--- config.mk ---
export PLATFORM = sky130hd
export DESIGN_NAME = imm_extend_unit_flat
export DESIGN_NICKNAME = d
export VERILOG_FILES = /design/src/rtl/imm_extend_unit_pkg.sv /design/src/rtl/imm_extend_unit_if.sv /design/src/rtl/imm_extend_unit_decode.sv /design/src/rtl/imm_extend_unit.sv /design/src/flat_wrapper.sv
export SDC_FILE = /design/constraint.sdc
export NUM_CORES = 1
export LEC_CHECK = 0
export ABC_CLOCK_PERIOD_IN_PS = 2400
export BUFFER_PORTS_ARGS = -buffer_cell sky130_fd_sc_hd__buf_4
export CAP_MARGIN = 20
export CORE_UTILIZATION = 38
export DETAILED_ROUTE_END_ITERATION = 10
export MAX_ROUTING_LAYER = met4
export PLACE_DENSITY = 0.74
export SLEW_MARGIN = 20
export SYNTH_ARGS = -nofsm -noshare
export SYNTH_HDL_FRONTEND = slang
export SYNTH_SLANG_ARGS = --single-unit
--- constraint.sdc ---
create_clock -name clk -period 2.4 [get_ports clk]
set_input_delay 0.72 -clock clk [delete_from_list [all_inputs] [get_ports clk]]
set_output_delay 0.72 -clock clk [all_outputs]
set_load 0.02 [all_outputs]
--- src/rtl/imm_extend_unit_pkg.sv ---
// Shared definitions for the RV32 immediate generator.
//   XLEN            : datapath width
//   IMM_I..IMM_J    : immediate-format select codes driven by the main decoder
package imm_pkg;

    localparam int XLEN = 32;

    localparam logic [1:0] IMM_I = 2'b00;
    localparam logic [1:0] IMM_S = 2'b01;
    localparam logic [1:0] IMM_B = 2'b10;
    localparam logic [1:0] IMM_J = 2'b11;

endpackage

--- src/rtl/imm_extend_unit_if.sv ---
// Request/response bundle between the decode stage and the immediate generator.
//   valid_i : instr/immsrc are valid this cycle
//   instr   : instruction bits [31:7]
//   immsrc  : immediate format select
//   valid_o : immext holds a freshly extended immediate
//   immext  : sign-extended immediate
// master = decode stage driving the request, slave = immediate generator.
interface imm_extend_unit_if;
    import imm_pkg::*;

    logic            valid_i;
    logic [31:7]     instr;
    logic [1:0]      immsrc;
    logic            valid_o;
    logic [XLEN-1:0] immext;

    modport master (output valid_i, output instr, output immsrc,
                    input  valid_o, input  immext);
    modport slave  (input  valid_i, input  instr, input  immsrc,
                    output valid_o, output immext);
endinterface

--- src/rtl/imm_extend_unit_decode.sv ---
// Combinational RV32 immediate format decode.
//   instr  : instruction bits [31:7]
//   immsrc : format select (I, S, B, J)
//   imm    : sign-extended 32-bit immediate; sign is always instr[31]
module imm_decode
    import imm_pkg::*;
(
    input  logic [31:7]     instr,
    input  logic [1:0]      immsrc,
    output logic [XLEN-1:0] imm
);

    logic s;
    assign s = instr[31];

    always_comb begin
        imm = '0;
        case (immsrc)
            IMM_I: imm = {{20{s}}, instr[31:20]};
            IMM_S: imm = {{20{s}}, instr[31:25], instr[11:7]};
            // B and J scramble the offset bits and drop bit 0 (always even)
            IMM_B: imm = {{20{s}}, instr[7], instr[30:25], instr[11:8], 1'b0};
            IMM_J: imm = {{12{s}}, instr[19:12], instr[20], instr[30:21], 1'b0};
            default: imm = '0;
        endcase
    end

endmodule

--- src/rtl/imm_extend_unit.sv ---
// RV32 immediate generator for the decode stage.
//   clk, rst : rising-edge clock, asynchronous active-high reset
//   bus      : slave side of imm_extend_unit_if (valid_i/instr/immsrc in,
//              valid_o/immext out)
// REG_OUT=1 registers the result (1-cycle latency, immext holds when no new
// valid input); REG_OUT=0 is purely combinational and ignores clk/rst.
module imm_extend_unit
    import imm_pkg::*;
#(
    parameter bit REG_OUT = 1'b1
) (
    input  logic              clk,
    input  logic              rst,
    imm_extend_unit_if.slave  bus
);

    logic [XLEN-1:0] imm_dec;

    imm_decode u_dec (
        .instr  (bus.instr),
        .immsrc (bus.immsrc),
        .imm    (imm_dec)
    );

    generate
        if (REG_OUT) begin : g_reg
            logic            valid_q;
            logic [XLEN-1:0] imm_q;

            // Reset wins over a coincident valid_i, so in-flight data is dropped.
            always_ff @(posedge clk or posedge rst) begin
                if (rst) begin
                    valid_q <= 1'b0;
                    imm_q   <= '0;
                end else begin
                    valid_q <= bus.valid_i;
                    if (bus.valid_i)
                        imm_q <= imm_dec;
                end
            end

            assign bus.valid_o = valid_q;
            assign bus.immext  = imm_q;
        end else begin : g_comb
            logic unused_clk_rst;
            assign unused_clk_rst = ^{clk, rst};

            assign bus.valid_o = bus.valid_i;
            assign bus.immext  = imm_dec;
        end
    endgenerate

endmodule

--- src/flat_wrapper.sv ---
// flat-port wrapper written by rule: the top's interface ports become plain ports
module imm_extend_unit_flat import imm_pkg::*;
#(
    parameter bit REG_OUT = 1'b1
)
  (clk, rst, bus_valid_i, bus_instr, bus_immsrc, bus_valid_o, bus_immext);
  imm_extend_unit_if bus_i ();
  input  logic clk;
  input  logic rst;
  input wire logic [$bits(bus_i.valid_i)-1:0] bus_valid_i;
  input wire logic [$bits(bus_i.instr)-1:0] bus_instr;
  input wire logic [$bits(bus_i.immsrc)-1:0] bus_immsrc;
  output wire logic [$bits(bus_i.valid_o)-1:0] bus_valid_o;
  output wire logic [$bits(bus_i.immext)-1:0] bus_immext;
  assign bus_i.valid_i = bus_valid_i;
  assign bus_i.instr = bus_instr;
  assign bus_i.immsrc = bus_immsrc;
  assign bus_valid_o = bus_i.valid_o;
  assign bus_immext = bus_i.immext;
  imm_extend_unit #(.REG_OUT(REG_OUT)) u_core (.clk(clk), .rst(rst), .bus(bus_i));
endmodule
**After elaboration in Yosys (flattened, before gate mapping)**

Cells that the tools add are included.

- Add/sub/neg operators: 0
- $mul: 0
- Div/mod/pow operators: 0
- $lt $le $gt $ge: 0
- Equality and inequality tests: 3
- Shift operators: 0
- Muxes and demuxes: 1
- Bitwise logic cells: 0
- Reduce and logical (&&, ||, !) cells: 1

Operator list:

| operator | count |
|---|---|
| 32-bit case mux with 4 select lines | 1 |
| 2-bit equality test (second input constant) | 2 |
| 2-bit by 1-bit equality test with 1-bit output (second input constant) | 1 |
| 2-bit logical NOT | 1 |

- Bits in registers: 33
- Bits in latches: 0
- Memory bits (writable): 0
- Memory bits (read-only): 0
- Output and inout bits: 33
- Logic and storage cells: 7
- Memories kept: 0

**Longest topological paths before layout**

- Word-level depth: 2
- Depth in mapped cells: 4

**By module**

Synthesis repeated with hierarchy kept, for this count alone.

- Cells, all modules: 109
- Area, all modules: 1696.6 sq um

By module, submodules not included:

| module | times used | cells an instance | area each (sq um) |
|---|---|---|---|
| imm_extend_unit | 1 | 70 | 1373.8 |
| imm_decode | 1 | 39 | 322.8 |

**Worst setup path after synthesis**

Ideal clock, no wire load.

- Path kind: reg2out
- Start point: reg u_core.bus.immext[30] (netlist name)
- End point: out bus_immext[21]
- Arrival: 808 ps
- Slack: 872 ps
- Stages on the path, launching flop included: 2
- Buffers on the path: 1
- Cells stage by stage: dfrtp_1 buf_4

RTL lines:

| element | line | text |
|---|---|---|
| to (decl) | flat_wrapper.sv:14 | `output wire logic [$bits(bus_i.immext)-1:0] bus_immext;` |

==> flow_summary.yaml <==
floorplanning:
  die_w_um: 53.9
  coreArea_mm2: 0.00250
  start_util_pct: 40.9
  ios: 63
  fp-row-count: 18
  fp.dieArea_mm2: 0.00290
  die_h_um: 53.9
flow_run:
  maxCapViolCount: 0
synthesis:
  yosysSeqAreaShare_pct: 53.9
  synth.distinct_cells: 12
  syn-cell-area_mm2: 0.00102
  synth_warnings: 0
  synth.avg_cell_area_um2: 11.1
  syn_inst: 92
  mappedNetlistNets: 122
  synth-seq-cells: 22
clock_tree:
  cts_hold_buf: 0
  cts_num_sinks: 22
  cts_tree: "done"
  numCtsBuffers: 3
  clockBufferDepth: 2
  htree_levels: 1
  cts-resized-gates: 0
  clk_pin_slew_ps: 130
  cts_root_buf: "clkbuf_4"
  clk-insertion-delay-late_ps: 300
  cts_setup_buffers: 0
run_status:
  status: "complete, no violations"
pwr:
  seq_power_share_pct: 46.5
  powerDensity_mw_per_mm2: 642
  max-vdd-ir-drop_uv: 419
  p_clk_share_pct: 22.5
  netSwitchingFraction_pct: 31.6
  p_leak_nw: 0.718
  internal-power_mw: 0.640
  finalPower_mw: 0.936
  combPwrFrac_pct: 30.9
  p_sw_mw: 0.296
timing:
  finClkSkew_ps: 0
  finalHoldViolations: 0
  setup_tns_ps: 0
  tightest_slew_ps: 351
  fin_crit_ps: 1790
  setup_viol: 0
  fmax_mhz: 559
  slew_violations: 0
  rsz0062_at_grt: "false"
  slew_headroom_pct: 76.4
  finalWorstSetupSlack_ps: 612
  fin_crit_sh_pct: 74.5
placement:
  post-place-ws_ps: 729
  place_hpwl_um: 1680
  portBuffers: 62
  dpl-instance-area_mm2: 0.00142
  gp_congestion: 0.753
routing:
  drc: 0
  drtAntennaViolNets: 0
  wl_per_cell_um: 13.5
  drt-initial-drc-count: 6
  num_vias: 851
  drt_wl_total_um: 2320
  firstDrtPassIters: 4
  viasPerCell: 4.95
critical_path:
  path_cells: "buf_4"
  end_kind: "output port"
  cp.required_ps: 1680
  crit_fanout: 13
  max_stage_delay_ps: 550
  cp_num_buf_inv: 1
  crit_path_top_delay_cell: "dfrtp_1"
  crit_arrival_ps: 1070
  critPathKind: "flip-flop to output port"
  cp_top_family: "flip-flops"
  start_kind: "flip-flop"
cells_and_area:
  final_cell_mix: "buf_4, dfrtp_1, nor2_1, a21oi_1, mux2_2"
  nNetsFinal: 173
  n_fill_cell: 228
  regArea_um2: 551
  multi_input_area_um2: 357
  final_common_cell: "buf_4"
  syn2layout_area_growth_pct: 42.6
  drive_gt1_share_pct: 54.9
  diodes: 0
  design_area_mm2: 0.00146
grt:
  antenna_found_initial: 0
  grt_max_degree: 35
  globalRoute.totalOverflow: 0
  grt_util_all_layers_pct: 18.4
  grt_pass1_wl_um: 3630
  grt_pass1_vias: 835
worst_hold_path:
  min_path_type: "input port to asynchronous set/reset pin"
## state kept, by name, summed over array words and instances, names as in the netlist
signal              count
u_core.bus.immext      21
u_core.bus.valid_o      1
## per-layer routing
| layer | share of wire (%) | up-vias | track usage, % |
|---|---|---|---|
| met5 | 0 | - | - |
| met4 | 0.56 | 0 | 6.58 |
| met3 | 8.0 | 2 | 3.11 |
| met2 | 49 | 48 | 31.9 |
| met1 | 42 | 392 | 21.2 |
| li1 | - | 409 | - |
## final cells by class
class	instances	area share, %
repair buffers	63	32.4
flip-flops and latches	22	37.8
clock buffers	4	2.49
inverters	1	0.258
multi-input cells	52	24.5
well taps	30	2.58
## through the flow
step	utilization, %	hold WS, ps	cells
finish	58.3	432	172
global route	58.3	463	172
CTS	58.3	428	172
detailed placement	56.9	497	168
global placement	56.9	492	168
floorplan	-	622	92
## path summary, 6_finish.rpt
path	from	slack, ps	cells past startpoint	end
min	rst	430	3	u_core.bus.immext[2]$_DFFE_PP0P_
min in group clk	u_core.bus.immext[0]$_DFFE_PP0P_	520	1	u_core.bus.immext[0]$_DFFE_PP0P_
max	u_core.bus.immext[30]$_DFFE_PP0P_	610	1	bus_immext[20]
max in group asynchronous	rst	1740	3	u_core.bus.immext[0]$_DFFE_PP0P_
max reg2reg	u_core.bus.immext[30]$_DFFE_PP0P_	1490	1	u_core.bus.immext[30]$_DFFE_PP0P_
min reg2reg	u_core.bus.immext[0]$_DFFE_PP0P_	520	1	u_core.bus.immext[0]$_DFFE_PP0P_
## cell usage after synthesis
cell	instances	area, um^2
dfrtp_1	22	551
nor2_1	14	52.6
a21oi_1	13	65.1
buf_4	11	82.6
mux2_2	9	101
a31oi_1	8	50.1
mux2i_1	6	60.1
buf_2	5	25.0
a21boi_2	1	11.3
clkbuf_1	1	3.75
inv_1	1	3.75
xor2_2	1	16.3
## power by group through the flow
stage	Clock, mW	Sequential, mW	Combinational (mW)
after floorplan	0	0.490	0.125
after global placement	0	0.441	0.288
after detailed placement	0	0.443	0.292
after CTS	0.216	0.436	0.292
after global routing	0.230	0.442	0.312
final	0.211	0.435	0.289
## logic make-up (layout without fill, tap and decap cells)
kind of cell	after synthesis	after routing	share of synthesized area, %
AND/OR/NAND/NOR	14	14	5.14
XOR/XNOR	1	1	1.59
AO/OA/AOI/OAI	22	22	12.4
flip-flops	22	22	53.9
multiplexers	15	15	15.8
buffers and inverters	18	68	11.3
(Power assumes the default switching activity.)
